--- config.mk ---
export PLATFORM = sky130hd
export DESIGN_NAME = hazard_unit_mc
export DESIGN_NICKNAME = d
export VERILOG_FILES = /design/src/rtl/hazard_pkg.sv /design/src/rtl/hazard_unit_mc_fwd_select.sv /design/src/rtl/hazard_unit_mc.sv
export SDC_FILE = /design/constraint.sdc
export NUM_CORES = 1
export LEC_CHECK = 0
export CORE_MARGIN = 1.5
export CORE_UTILIZATION = 50
export CTS_CLUSTER_SIZE = 24
export DETAILED_ROUTE_END_ITERATION = 7
export PLACE_DENSITY = 0.95
export SYNTH_ARGS = -nofsm -noshare
export SYNTH_HDL_FRONTEND = slang
export SYNTH_SLANG_ARGS = --single-unit
--- constraint.sdc ---
create_clock -name clk -period 8.4 [get_ports clk]
set_input_delay 2.1 -clock clk [delete_from_list [all_inputs] [get_ports clk]]
set_output_delay 2.1 -clock clk [all_outputs]
set_load 0.01 [all_outputs]
--- src/rtl/hazard_pkg.sv ---
// Shared types and constants for the hazard/forwarding unit.
// Pure declarations: no latency, no backpressure.
package hazard_pkg;

  localparam logic [1:0] ST_IDLE = 2'd0;
  localparam logic [1:0] ST_BUSY = 2'd1;
  localparam logic [1:0] ST_DONE = 2'd2;

  typedef enum logic [1:0] {
    IDLE = ST_IDLE,
    BUSY = ST_BUSY,
    DONE = ST_DONE
  } mc_state_t;

  // W-port codes sit after the NWP M-port codes: W port k = NWP + FWD_W0 + k.
  localparam int FWD_RF = 0;
  localparam int FWD_M0 = 1;
  localparam int FWD_W0 = 1;

  // r15 reads return PC+8 from the datapath, so it must never be forwarded.
  localparam int PC_REG = 15;

  function automatic int fwd_m_code(input int k);
    return FWD_M0 + k;
  endfunction

  function automatic int fwd_w_code(input int nwp, input int k);
    return nwp + FWD_W0 + k;
  endfunction

endpackage

--- src/rtl/hazard_unit_mc_fwd_select.sv ---
// Forward-select for a single E-stage operand: M ports beat W ports, lower port wins.
// Latency: combinational; no backpressure.
module fwd_select
  import hazard_pkg::*;
#(
  parameter int NWP = 2,
  parameter int AW  = 4,
  parameter int SW  = $clog2(2*NWP+1)
) (
  input  logic [AW-1:0]     src_addr,
  input  logic              src_valid,
  input  logic [NWP*AW-1:0] dst_addr_m,
  input  logic [NWP-1:0]    wr_en_m,
  input  logic [NWP*AW-1:0] dst_addr_w,
  input  logic [NWP-1:0]    wr_en_w,
  output logic [SW-1:0]     sel
);

  logic not_pc;
  assign not_pc = (src_addr != AW'(PC_REG));

  // Scan from lowest to highest priority so the last hit wins.
  always_comb begin
    sel = SW'(FWD_RF);
    if (src_valid && not_pc) begin
      for (int k = NWP-1; k >= 0; k--) begin
        if (wr_en_w[k] && (dst_addr_w[k*AW +: AW] == src_addr)) begin
          sel = SW'(fwd_w_code(NWP, k));
        end
      end
      for (int k = NWP-1; k >= 0; k--) begin
        if (wr_en_m[k] && (dst_addr_m[k*AW +: AW] == src_addr)) begin
          sel = SW'(fwd_m_code(k));
        end
      end
    end
  end

endmodule

--- src/rtl/hazard_unit_mc.sv ---
// Pipeline hazard unit: forwarding, load-use stall, multicycle E hold, perf counters.
// Latency: control outputs combinational, counters update next cycle; no backpressure.
module hazard_unit_mc
  import hazard_pkg::*;
#(
  parameter int NSRC   = 4,
  parameter int NWP    = 2,
  parameter int AW     = 4,
  parameter int MC_LAT = 3,
  parameter int CNT_W  = 16,
  localparam int SW    = $clog2(2*NWP+1)
) (
  input  logic                clk,
  input  logic                reset,
  input  logic [NSRC*AW-1:0]  src_addr_d,
  input  logic [NSRC-1:0]     src_valid_d,
  input  logic [NSRC*AW-1:0]  src_addr_e,
  input  logic [NSRC-1:0]     src_valid_e,
  input  logic [NWP*AW-1:0]   dst_addr_e,
  input  logic [NWP*AW-1:0]   dst_addr_m,
  input  logic [NWP*AW-1:0]   dst_addr_w,
  input  logic [NWP-1:0]      wr_en_e,
  input  logic [NWP-1:0]      wr_en_m,
  input  logic [NWP-1:0]      wr_en_w,
  input  logic                mem_to_reg_e,
  input  logic                mc_start_e,
  input  logic                branch_taken_e,
  input  logic [2:0]          pc_wr_pending,
  input  logic                pcsrc_w,
  output logic [NSRC*SW-1:0]  fwd_sel_e,
  output logic                stall_f,
  output logic                stall_d,
  output logic                flush_d,
  output logic                flush_e,
  output logic                flush_m,
  output logic                mc_hold,
  output logic [CNT_W-1:0]    cnt_ldstall,
  output logic [CNT_W-1:0]    cnt_mcstall,
  output logic [CNT_W-1:0]    cnt_flush,
  input  logic                cnt_clr
);

  localparam int CW = $clog2(MC_LAT+1);
  localparam logic [CNT_W-1:0] CNT_MAX = '1;

  genvar g;
  for (g = 0; g < NSRC; g++) begin : g_fwd
    fwd_select #(
      .NWP(NWP),
      .AW (AW),
      .SW (SW)
    ) u_fwd (
      .src_addr  (src_addr_e[g*AW +: AW]),
      .src_valid (src_valid_e[g]),
      .dst_addr_m(dst_addr_m),
      .wr_en_m   (wr_en_m),
      .dst_addr_w(dst_addr_w),
      .wr_en_w   (wr_en_w),
      .sel       (fwd_sel_e[g*SW +: SW])
    );
  end

  logic ld_hit;
  logic ldstall;

  always_comb begin
    ld_hit = 1'b0;
    for (int i = 0; i < NSRC; i++) begin
      for (int j = 0; j < NWP; j++) begin
        if (src_valid_d[i] && wr_en_e[j] &&
            (src_addr_d[i*AW +: AW] == dst_addr_e[j*AW +: AW])) begin
          ld_hit = 1'b1;
        end
      end
    end
  end

  assign ldstall = mem_to_reg_e & ld_hit;

  mc_state_t       state_q, state_d;
  logic [CW-1:0]   mc_cnt_q, mc_cnt_d;
  logic            mc_hold_raw;

  // DONE is the release cycle: the held instruction leaves E, so a start seen there is stale.
  always_comb begin
    state_d     = state_q;
    mc_cnt_d    = mc_cnt_q;
    mc_hold_raw = 1'b0;
    case (state_q)
      IDLE: begin
        mc_hold_raw = mc_start_e && (MC_LAT > 1);
        if (mc_start_e) begin
          if (MC_LAT > 2) begin
            state_d  = BUSY;
            mc_cnt_d = CW'(MC_LAT - 2);
          end else if (MC_LAT == 2) begin
            state_d = DONE;
          end
        end
      end
      BUSY: begin
        mc_hold_raw = 1'b1;
        mc_cnt_d    = mc_cnt_q - CW'(1);
        if (mc_cnt_q == CW'(1)) begin
          state_d = DONE;
        end
      end
      DONE: begin
        state_d = IDLE;
      end
      default: begin
        state_d  = IDLE;
        mc_cnt_d = '0;
      end
    endcase
  end

  always_ff @(posedge clk) begin
    if (reset) begin
      state_q  <= IDLE;
      mc_cnt_q <= '0;
    end else begin
      state_q  <= state_d;
      mc_cnt_q <= mc_cnt_d;
    end
  end

  logic pc_pend;

  assign mc_hold = mc_hold_raw & ~reset;
  assign pc_pend = |pc_wr_pending;

  assign stall_f = ldstall | pc_pend | mc_hold;
  assign stall_d = ldstall | mc_hold;
  assign flush_d = pc_pend | pcsrc_w | branch_taken_e;
  assign flush_e = (ldstall | branch_taken_e) & ~mc_hold;
  assign flush_m = mc_hold;

  // Counter index: 0 = load-use stall, 1 = multicycle stall, 2 = flush.
  logic [2:0][CNT_W-1:0] cnt_q, cnt_d;
  logic [2:0]            cnt_inc;

  assign cnt_inc[0] = ldstall & ~mc_hold;
  assign cnt_inc[1] = mc_hold;
  assign cnt_inc[2] = flush_d | flush_e;

  always_comb begin
    cnt_d = cnt_q;
    for (int c = 0; c < 3; c++) begin
      if (cnt_clr) begin
        cnt_d[c] = '0;
      end else if (cnt_inc[c] && (cnt_q[c] != CNT_MAX)) begin
        cnt_d[c] = cnt_q[c] + CNT_W'(1);
      end
    end
  end

  always_ff @(posedge clk) begin
    if (reset) begin
      cnt_q <= '0;
    end else begin
      cnt_q <= cnt_d;
    end
  end

  assign cnt_ldstall = cnt_q[0];
  assign cnt_mcstall = cnt_q[1];
  assign cnt_flush   = cnt_q[2];

endmodule

**Word level (Yosys, flattened, before mapping)**

Cells that the tools add are included.

- Register bits: 52
- Input port bits: 80
- Output and inout port bits: 66
- Logic and storage cells: 136

- Add/sub/neg operators: 4
- Equality and inequality tests: 36
- Muxes and demuxes: 33
- Bitwise gates (word level): 14
- Reductions and logical operators: 44

Operators by type and width:

| cell | number |
|---|---|
| 4-bit equality test | 24 |
| 3-bit 2-to-1 mux | 20 |
| 16-bit by 1-bit adder with 16-bit output, second input constant | 3 |
| 16-bit inequality test, second input constant | 3 |
| 1-bit logical AND | 39 |
| 4-bit inequality test, second input constant | 4 |
| 1-bit 2-to-1 mux | 8 |
| 1-bit bitwise OR | 7 |
| 2-bit case mux with 3 select lines | 1 |
| 1-bit bitwise AND | 4 |
| 2-bit by 1-bit equality test with 1-bit output, second input constant | 2 |
| 2-bit 2-to-1 mux | 2 |
| 2-bit inequality test, second input constant | 2 |
| 2-bit case mux with 2 select lines | 1 |
| 2-bit AND reduction | 2 |
| 1-bit NOT | 3 |
| 3-bit OR reduction | 1 |
| 2-bit equality test, second input constant | 1 |
| 2-bit logical NOT | 1 |
| 1-bit case mux with 2 select lines | 1 |
| 2-bit OR reduction | 1 |
| 2-bit by 1-bit subtractor with 2-bit output, second input constant | 1 |

**Depth between registers and ports, before layout**

Gate-level depths: netlist of run 1.

- Depth in word-level cells: 15
- Gate-level depth with buffers: 9
- Gate-level depth less buffers: 8

**Modules after synthesis**

From an unflattened synthesis of run 1, not the netlist that was laid out.

- Cells, all modules: 498
- Area total of the unflattened synthesis: 4245.3 um2

Modules (own cells, without submodules):

| module | instances | cells each | area an instance (um2) | sequential area each (um2) |
|---|---|---|---|---|
| hazard_unit_mc | 1 | 354 | 3014.1 | 1041.0 |
| fwd_select | 4 | 36 | 307.8 | 0.0 |

**Worst setup path before layout of run 1**

OpenSTA, ideal clock, no wires.

- Kind: input-to-output
- Start point: input port dst_addr_e[3]
- End point: output port stall_f
- Arrival time: 3605 ps
- Required time: 6300 ps
- Path slack: 2695 ps
- Cell stages on the path: 8
- Buffers on the path: 1
- Cell sequence: clkbuf_1 -> xor2_1 -> nor3_1 -> nand4_1 -> nand4_1 -> o31ai_1 -> nand2_1 -> or2_2

- Word-level cells in the longest chain between the ends: 13
- Elaborated cells on any way between the ends: 19
- Classes of those cells: eq/ne: 4; mux: 8; bitwise: 3; reduce/logical: 4

Ends and longest elaborated chain:

| what | RTL line | source |
|---|---|---|
| from (decl) | hazard_unit_mc.sv:19 | `input logic [NWP*AW-1:0] dst_addr_e,` |
| 4-bit equality test | hazard_unit_mc.sv:71 | `(src_addr_d[i*AW +: AW] == dst_addr_e[j*AW +: AW])) begin` |
| 1-bit logical AND | hazard_unit_mc.sv:70 | `if (src_valid_d[i] && wr_en_e[j] &&` |
| 1-bit 2-to-1 mux (6 in a row) | hazard_unit_mc.sv:70 |  |
| 1-bit 2-to-1 mux (*) (2 in a row) | hazard_unit_mc.sv:70 |  |
| 1-bit bitwise AND (*) | hazard_unit_mc.sv:78 | `assign ldstall = mem_to_reg_e & ld_hit;` |
| 1-bit bitwise OR (*) (2 in a row) | hazard_unit_mc.sv:133 | `assign stall_f = ldstall \| pc_pend \| mc_hold;` |
| to (decl) | hazard_unit_mc.sv:31 | `output logic stall_f,` |

Mark *: on every way between the ends. The rest lies on a longest branch, timed or not.

**Final worst setup path of run 1**

- Start point: input port dst_addr_e[2]
- End point: output port stall_f

Same word-level chain as after synthesis.

==> impl_metrics.tcl, run 1 <==
set metrics [dict create \
    cts_made_buffers 5 \
    clkTransAtPathRegs_ns 0.09 \
    hp-class "reg -> reg" \
    slowest_delay_ns 0.65 \
    tns_ns 0 \
    crit_type "in -> out" \
    clk_latency_ns 0.31 \
    timing.final.hold_violations 0 \
    grt_pass1_vias 4323 \
    drc 0 \
    area_growth_pct 37.7 \
    setup_viol 0 \
    antenna_cells 0 \
    rr_endpoint "cnt_ldstall[15]" \
    place_congestion 0.972 \
    fmax_mhz 147 \
    die-area_mm2 0.00879 \
    die_x_um 93.8 \
    die_y_um 93.8 \
    r2r_cells 6 \
    worstPathArrival_ns 4.72 \
    fin_crit_ns 6.82 \
    yosys_warnings 0 \
    r2r_slack_ns 5.86 \
    layout-drive-gt1-share_pct 3.19 \
    ios 146 \
    worstPathCellList "clkdlybuf4s50_1, xor2_1, nor3_1, nand4_1, nand4_1, o31ai_1, nand2_1, or2_2, clkdlybuf4s50_1" \
    root_buffer "clkbuf_8" \
    hold_end "cnt_ldstall[5]" \
    postSynthAreaPerCell_um2 7.63 \
    hold_start "cnt_ldstall[5]" \
    io_buffer_count 145 \
    power_density_mw_per_mm2 102 \
    slew_violations 0 \
    cts.sinks 52 \
    cts_buffer_depth 2 \
    synth_cell_type_count 46 \
    irDropWorstVdd_v 0.0000870 \
    ys_seq_elements 52 \
    placed_cells 752 \
    dr_total_vias 4496 \
    cp_slowest_cell "clkdlybuf4s50_1" \
    viasPerCell 5.92 \
    cts_tree "built" \
    drv_cap 0 \
    endpoint_kind "primary output" \
    ys_seq_area_share_pct 25.3 \
    start_util_pct 52.5 \
    layout_setup_ws_ns 1.58 \
    tightestPinTransition_ns 0.982 \
    hpwl_um 9770 \
    cp_data_required_time_ns 6.30 \
    total_power_uw 578 \
    cp-start-kind "primary input" \
    finalCritPeriodShare_pct 81.2 \
    status "complete, no violations" \
    ant_nets 0 \
    routedWlPerCell_um 17.0 \
    nNetsFinal 741 \
    wirelength_um 12900 \
    dp_slack_ns 1.63 \
    clock_skew_ns 0.00539 \
    cellLeakagePower_nw 1.94 \
    layoutNonFillerInstCount 760 \
    row_count 32 \
    postCtsHoldBufs 0 \
    grt_max_degree 31 \
    drt_pass1_iterations 5 \
    cts_resized 0 \
    rsz0062_at_grt "no" \
    cts_setup_buffers 0 \
    grtUsageTotal_pct 28.9 \
    drt_iter0_drc 271 \
    syn_nets 624 \
    grt_antenna_before_repair 0 \
    syn_inst 540 \
    hold_depth 2 \
    grt_pass1_wl_um 20500 \
    cp_max_fo 5 \
    synth.cell_area_mm2 0.00412 \
    grt_overflow 0 \
    htree_levels 2 \
    core_mm2 0.00785 \
    rr_startpoint "cnt_ldstall[2]" \
    relSlewSlack_pct 34.5 \
]
[cell type report]
class	instances	area, um2
Clock buffer	6	72.6
Inverter	20	75.1
Tap cell	102	128
Sequential cell	52	1040
Clock inverter	2	35.0
Multi-Input combinational cell	430	2850
Timing Repair Buffer	148	1470
Fill cell	623	2180
[cell families after synthesis]
group,after synthesis,share of synthesized area [%]
compound gates,64,10.6
fa+ha+maj,4,1.22
mux,27,6.56
xor+xnor,97,20.6
buf+inv,58,5.62
simple gates,238,30.1
flops,52,25.3
[stage by stage]
stage	instance area, um2	util, %	hold WS [ns]
global route	5670	72.3	0.521
CTS	5670	72.3	0.488
floorplan	4120	-	0.441
detailed placement	5560	70.9	0.471
global placement	5560	70.9	0.456
finish	5670	72.3	0.484
[where the power goes]
part	switching (mW)	internal, mW	total [mW]
sequential	0.00310	0.249	0.252
combinational	0.0752	0.0762	0.151
clock	0.0857	0.0886	0.174
[sequential cells by signal (all words and copies together), names as in the netlist]
name,count
cnt_flush,16
mc_cnt_q,2
cnt_ldstall,16
cnt_mcstall,16
state_q,2
[worst max-delay path, delay by kind of cell]
| family | cells | cell delay (ns) |
|---|---|---|
| AND/OR/NAND/NOR | 5 | 0.79 |
| buffers and inverters | 2 | 1.13 |
| AO/OA/AOI/OAI | 1 | 0.49 |
| XOR/XNOR | 1 | 0.21 |
[worst max path at each step]
stage	startpoint	to	slack [ns]
floorplan	dst_addr_e[3]	stall_f	2.70
global placement	dst_addr_e[2]	stall_f	1.69
detailed placement	dst_addr_e[2]	stall_f	1.63
CTS	dst_addr_e[2]	stall_f	1.60
global route	dst_addr_e[2]	stall_f	1.42
finish	dst_addr_e[2]	stall_f	1.58
[per-layer routing]
layer | up-vias | wire length (um) | track usage [%]
met1 | 2141 | 5250 | 34.6
met2 | 197 | 6530 | 52.3
met4 | 0 | 262 | 9.70
met5 | - | 0 | 0
li1 | 2131 | - | -
met3 | 27 | 841 | 4.45
[placed cells by master (no fill, tap or decap), drive strengths merged, types with 2 or more instances in the layout]
cell type	count
o21ai	9
xnor2	30
buf	3
mux2i	27
a21o	2
nor2b	4
nand4	21
o31ai	6
ha	4
nor3	26
nand3	21
clkdlybuf4s50	145
or3	34
a211oi	5
a21oi	26
or2	3
inv	20
nor4	21
o22ai	3
dfxtp	52
and3	10
nand2	63
o211ai	3
xor2	67
clkbuf	6
a222oi	2
or4	2
nor2	28
[synth_stat cells (all sizes together)]
| library cell | number | area (um2) |
|---|---|---|
| a31oi | 1 | 6.26 |
| a21boi | 1 | 7.51 |
| o22ai | 3 | 18.8 |
| o211ai | 3 | 22.5 |
| o31a | 1 | 8.76 |
| a21bo | 1 | 10.0 |
| dfxtp | 52 | 1040 |
| a21o | 2 | 15.0 |
| a211oi | 5 | 37.5 |
| ha | 4 | 50.1 |
| or4 | 2 | 15.0 |
| a22oi | 1 | 7.51 |
| nand4 | 21 | 131 |
| a21oi | 26 | 130 |
| xor2 | 67 | 587 |
| and3 | 10 | 62.6 |
| or3 | 34 | 213 |
| nor4b | 1 | 15.0 |
| a41oi | 1 | 8.76 |
| nor2b | 4 | 25.0 |
| nand3b | 1 | 7.51 |
| mux2i | 27 | 270 |
| inv | 20 | 75.1 |
| or4b | 1 | 13.8 |
| and4 | 1 | 8.76 |
| buf | 6 | 36.3 |
| nand2 | 63 | 236 |
| xnor2 | 30 | 263 |
| nand2b | 1 | 6.26 |
| nor2 | 28 | 105 |
| or2 | 3 | 18.8 |
| nor3 | 26 | 130 |
| nor4 | 21 | 146 |
| o31ai | 6 | 72.6 |
| a2111oi | 1 | 15.0 |
| a311o | 1 | 10.0 |
| a222oi | 2 | 20.0 |
| nand3 | 21 | 105 |
| o21ai | 9 | 45.0 |
| clkbuf | 32 | 120 |
No activity file was read; power rests on OpenSTA's default activity.
==> run 2, diff against run 1 <==
--- a/config.mk
+++ b/config.mk
@@ -6,10 +6,10 @@
 export NUM_CORES = 1
 export LEC_CHECK = 0
 export CORE_MARGIN = 1.5
-export CORE_UTILIZATION = 50
+export CORE_UTILIZATION = 46
 export CTS_CLUSTER_SIZE = 24
 export DETAILED_ROUTE_END_ITERATION = 7
-export PLACE_DENSITY = 0.95
+export PLACE_DENSITY = 0.91
 export SYNTH_ARGS = -nofsm -noshare
 export SYNTH_HDL_FRONTEND = slang
 export SYNTH_SLANG_ARGS = --single-unit
==> constraint.sdc (replaced) <==
create_clock -name clk -period 7.15 [get_ports clk]
set_input_delay 1.7875 -clock clk [delete_from_list [all_inputs] [get_ports clk]]
set_output_delay 1.7875 -clock clk [all_outputs]
set_load 0.01 [all_outputs]
==> run 2 against run 1 <==
  * Register-to-register slack got worse by 1.3 ns
  * Design area fell by 0.13%
  * Routed wire length fell by 5.1%
  * Non-clock buffer count did not move
  * Clock skew rose by 0.0050 ns
  * Core utilization fell by 7.0 points
  * Clock-buffer cell count did not move
  * First-iteration DRC count fell by 25%
  * Highest routed layer unchanged
==> impl_metrics.tcl, run 2 (same netlist as run 1, synthesis figures left out) <==
set metrics [dict create \
    layout-drive-gt1-share_pct 3.34 \
    io_buffer_count 145 \
    cts_made_buffers 5 \
    fmax_mhz 161 \
    cts_tree "built" \
    dr.max_layer_used "met4" \
    tns_ns 0 \
    postCtsHoldBufs 0 \
    grt_overflow 0 \
    hp-class "reg -> reg" \
    setup_viol 0 \
    drc 0 \
    cp_max_fo 5 \
    power_density_mw_per_mm2 114 \
    dr_total_vias 4356 \
    cellLeakagePower_nw 1.94 \
    route.met2.wl_um 6110 \
    worstPathCellList "clkdlybuf4s50_1, xor2_1, nor3_1, nand4_1, nand4_1, o31ai_1, nand2_1, or2_2, clkdlybuf4s50_1" \
    drt_iter0_drc 203 \
    final_cell_mix "clkdlybuf4s50_1, xor2_1, nand2_1" \
    tightestPinTransition_ns 0.991 \
    cts.sinks 52 \
    clock_skew_ns 0.0104 \
    cp_slowest_cell "clkdlybuf4s50_1" \
    final_common_cell "clkdlybuf4s50_1" \
    cp_data_required_time_ns 5.36 \
    die_x_um 97.6 \
    slowest_delay_ns 0.62 \
    finalCritPeriodShare_pct 87.0 \
    crit_type "in -> out" \
    status "complete, no violations" \
    clk_latency_ns 0.31 \
    viasPerCell 5.69 \
    timing.final.hold_violations 0 \
    cts_setup_buffers 0 \
    cts_resized 0 \
    cp-start-kind "primary input" \
    irDropWorstVdd_v 0.0000947 \
    hold_depth 2 \
    grt_max_degree 31 \
    wirelength_um 12200 \
    ios 146 \
    routedWlPerCell_um 16.0 \
    clkTransAtPathRegs_ns 0.09 \
    core_mm2 0.00868 \
    r2r_slack_ns 4.56 \
    worstPathArrival_ns 4.44 \
    layout_setup_ws_ns 0.927 \
    holdWs_ns 0.489 \
    regArea_mm2 0.00104 \
    slew_violations 0 \
    relSlewSlack_pct 33.9 \
    hpwl_um 9500 \
    row_count 34 \
    antenna_cells 0 \
    wirelength_met1_um 5160 \
    die-area_mm2 0.00953 \
    nNetsFinal 741 \
    grt_antenna_before_repair 0 \
    area_growth_pct 37.5 \
    ant_nets 0 \
    dp_slack_ns 0.975 \
    wl_met3_um 726 \
    rsz0062_at_grt "no" \
    multi_input_area_mm2 0.00285 \
    drt_pass1_iterations 5 \
    n_fill_cell 738 \
    htree_levels 2 \
    cts_buffer_depth 2 \
    r2r_cells 6 \
    drv_cap 0 \
    grt_pass1_vias 4195 \
    place_congestion 0.950 \
    die_y_um 97.6 \
    endpoint_kind "primary output" \
    fin_crit_ns 6.22 \
    start_util_pct 47.4 \
    grtUsageTotal_pct 25.1 \
    root_buffer "clkbuf_8" \
    grt_pass1_wl_um 20000 \
]
==> run 2: changes by cell type in the layout (fill, tap and decap cells not counted), sizes merged <==
cell	delta
bufinv	-1
clkinv	+1
==> run 2: worst paths after layout <==
path                  start         endpoint
max           dst_addr_e[3]          stall_f
min          cnt_ldstall[8]   cnt_ldstall[8]
max reg2reg  cnt_ldstall[2]  cnt_ldstall[10]
min reg2reg  cnt_ldstall[8]   cnt_ldstall[8]
==> run 2: power by group <==
part / internal [mW] / switching (mW) / total, mW
registers: 0.292 / 0.00344 / 0.296
clock network: 0.0775 / 0.0973 / 0.175
logic: 0.0894 / 0.0861 / 0.176
==> run 2: through the flow <==
stage | power (mW) | instances | cell area [um2] | util (%)
3_5_place_dp | 0.477 | 758 | 5570 | 64.2
6_report | 0.646 | 766 | 5660 | 65.3
5_1_grt | 0.675 | 766 | 5660 | 65.3
3_3_place_gp | 0.471 | 758 | 5570 | 64.2
4_1_cts | 0.648 | 766 | 5660 | 65.3
2_1_floorplan | 0.395 | 540 | 4120 | -
==> run 2: area by class of cell <==
type / instances / area share (%)
Tap cell: 108 / 2.39
Timing Repair Buffer: 148 / 26.0
Inverter: 20 / 1.33
Multi-Input combinational cell: 430 / 50.2
Sequential cell: 52 / 18.4
Clock inverter: 2 / 0.177
Clock buffer: 6 / 1.46
==> run 2: routing by layer <==
| layer | track usage, % | vias to the layer above |
|---|---|---|
| met4 | 8.02 | 0 |
| met5 | 0 | - |
| met2 | 44.6 | 148 |
| met3 | 4.75 | 22 |
| li1 | - | 2131 |
| met1 | 30.3 | 2055 |
==> run 2: worst max-delay path, delay by kind of cell <==
family | cells | cell delay (ns)
xor gates and xnor gates | 1 | 0.19
buffers and inverters | 2 | 1.10
and+or+nand+nor | 5 | 0.83
AOI/OAI and AO/OA | 1 | 0.53
==> run 3, diff against run 2 <==
--- a/config.mk
+++ b/config.mk
@@ -5,11 +5,13 @@
 export SDC_FILE = /design/constraint.sdc
 export NUM_CORES = 1
 export LEC_CHECK = 0
+export CELL_PAD_IN_SITES_DETAIL_PLACEMENT = 0
+export CELL_PAD_IN_SITES_GLOBAL_PLACEMENT = 2
 export CORE_MARGIN = 1.5
-export CORE_UTILIZATION = 46
+export CORE_UTILIZATION = 25
 export CTS_CLUSTER_SIZE = 24
 export DETAILED_ROUTE_END_ITERATION = 7
-export PLACE_DENSITY = 0.91
+export PLACE_DENSITY = 0.9
 export SYNTH_ARGS = -nofsm -noshare
 export SYNTH_HDL_FRONTEND = slang
 export SYNTH_SLANG_ARGS = --single-unit
==> run 3 against run 2 <==
  * Core utilization down 28 points
  * Final cell count up 14%
  * Clock power up 63%
  * Register-to-register slack about the same
  * Total power up 17%
  * Non-clock buffer count up 1
  * Design area up 3.9%
  * Worst hold slack worse by 0.0026 ns
  * Clock-buffer cell count down 1
  * First-iteration DRC count up 35%
==> impl_metrics.tcl, run 3 (same netlist as run 1, synthesis figures left out) <==
set metrics [dict create \
    drt_iter0_drc 274 \
    regArea_mm2 0.00104 \
    drc 0 \
    worstPathCellList "clkdlybuf4s50_1, xor2_1, nor3_1, nand4_1, nand4_1, o31ai_1, nand2_1, or2_2, clkdlybuf4s50_1" \
    relSlewSlack_pct 33.7 \
    cts.sinks 52 \
    setup_viol 0 \
    switching_share_pct 27.6 \
    rsz0062_at_grt "no" \
    met2_usage_pct 25.8 \
    crit_type "in -> out" \
    n_fill_cell 1683 \
    viasPerCell 4.95 \
    cts_made_buffers 5 \
    grt_use_met1_pct 18.8 \
    grtUsageTotal_pct 14.9 \
    clkTransAtPathRegs_ns 0.08 \
    nNetsFinal 742 \
    ios 146 \
    root_buffer "clkbuf_16" \
    finalCritPeriodShare_pct 85.9 \
    met3_usage_pct 2.51 \
    power_density_mw_per_mm2 129 \
    cts_buffer_depth 2 \
    drv_cap 0 \
    layout-drive-gt1-share_pct 3.49 \
    slowest_delay_ns 0.60 \
    grt_pass1_vias 4242 \
    endpoint_kind "primary output" \
    path_buf_inv 2 \
    htree_levels 2 \
    start_util_pct 25.7 \
    p_sw_uw 209 \
    grt_max_degree 30 \
    hpwl_um 10400 \
    die_x_um 131 \
    total_power_uw 758 \
    clk_latency_ns 0.30 \
    hp-class "reg -> reg" \
    grt_antenna_before_repair 0 \
    cp_max_fo 4 \
    cell_internal_pwr_uw 549 \
    comb_power_share_pct 23.4 \
    grt_pass1_wl_um 21400 \
    wirelength_um 13300 \
    slew_violations 0 \
    fin_crit_ns 6.14 \
    dr_total_vias 4333 \
    top_usage_layer "met2" \
    cp_slowest_cell "clkdlybuf4s50_1" \
    row_count 46 \
    io_buffer_count 145 \
    irDropWorstVdd_v 0.000119 \
    tns_ns 0 \
    pwr-share-seq_pct 39.0 \
    cp_data_required_time_ns 5.36 \
    status "complete, no violations" \
    core_mm2 0.0160 \
    routedWlPerCell_um 15.2 \
    cts_tree "built" \
    die-area_mm2 0.0173 \
    path_delay_family "buffers and inverters" \
    die_y_um 131 \
    drt_pass1_iterations 4 \
    place_congestion 0.876 \
    clock_skew_ns 0.0105 \
    cellLeakagePower_nw 1.97 \
    fmax_mhz 163 \
    area_growth_pct 42.9 \
    cts_resized 0 \
    worstPathArrival_ns 4.35 \
    tightestPinTransition_ns 0.995 \
    clkPwrFrac_pct 37.6 \
    postCtsHoldBufs 0 \
    final_cell_mix "clkdlybuf4s50_1, xor2_1, nand2_1" \
    final_common_cell "clkdlybuf4s50_1" \
    multi_input_area_mm2 0.00285 \
    cts_setup_buffers 0 \
    cp-start-kind "primary input" \
    timing.final.hold_violations 0 \
    ant_nets 0 \
    grt_overflow 0 \
    antenna_cells 0 \
]
## run 3: cell count changes in the layout (fill, tap and decap cells not counted), sizes merged
cell      before  now
clkbuf         6    5
inv           20   21
buf            3    4
clkinv         2    0
clkinvlp       0    1
bufinv         0    1
## run 3: per-stage QoR
stage                     cells  setup slack, ns  hold WS (ns)  instance area (um2)  util [%]
after floorplan             540             2.07         0.441                 4120         -
after global placement      867             1.02         0.467                 5710      35.7
after detailed placement    867            0.952         0.478                 5710      35.7
after CTS                   875            0.945         0.492                 5880      36.8
after global routing        875            0.796         0.520                 5880      36.8
final                       875             1.01         0.487                 5880      36.8
## run 3: path summary, 6_finish.rpt
path                         from               to  slack (ns)  cells past startpoint
setup reg to reg   cnt_ldstall[3]  cnt_ldstall[15]        4.57                      6
hold reg to reg   cnt_ldstall[10]  cnt_ldstall[10]        0.49                      2
setup / recovery    dst_addr_e[4]          stall_f        1.01                      9
hold / removal    cnt_ldstall[10]  cnt_ldstall[10]        0.49                      2
## run 3: power by group through the flow
stage / registers (mW) / logic (mW) / clock network (mW)
6_report: 0.296 / 0.177 / 0.285
5_1_grt: 0.296 / 0.192 / 0.300
3_5_place_dp: 0.303 / 0.177 / 0
2_1_floorplan: 0.302 / 0.0925 / 0
3_3_place_gp: 0.302 / 0.174 / 0
4_1_cts: 0.296 / 0.177 / 0.291
## run 3: final cells by class
type,instances,area share [%]
flip-flops and latches,52,17.7
repair buffers,149,25.2
multi-input cells,430,48.4
inverters,20,1.28
clock inverters,3,0.787
clock buffers,5,2.13
well taps,216,4.59
## run 3: worst reg2reg max path, cell delays in order (launching register included)
cell,delay (ns)
dfxtp_1,0.42
nand3_1,0.13
nor2_1,0.35
nand2_1,0.32
nor4_4,0.86
nor4_1,0.21
mux2i_1,0.16
## run 3: per-layer routing
layer	up-vias	wire [um]	part of all wire [%]
met3	23	536	4.0
met4	0	288	2.2
met2	126	6450	49
met1	2050	6020	45
li1	2134	-	-
met5	-	0	0
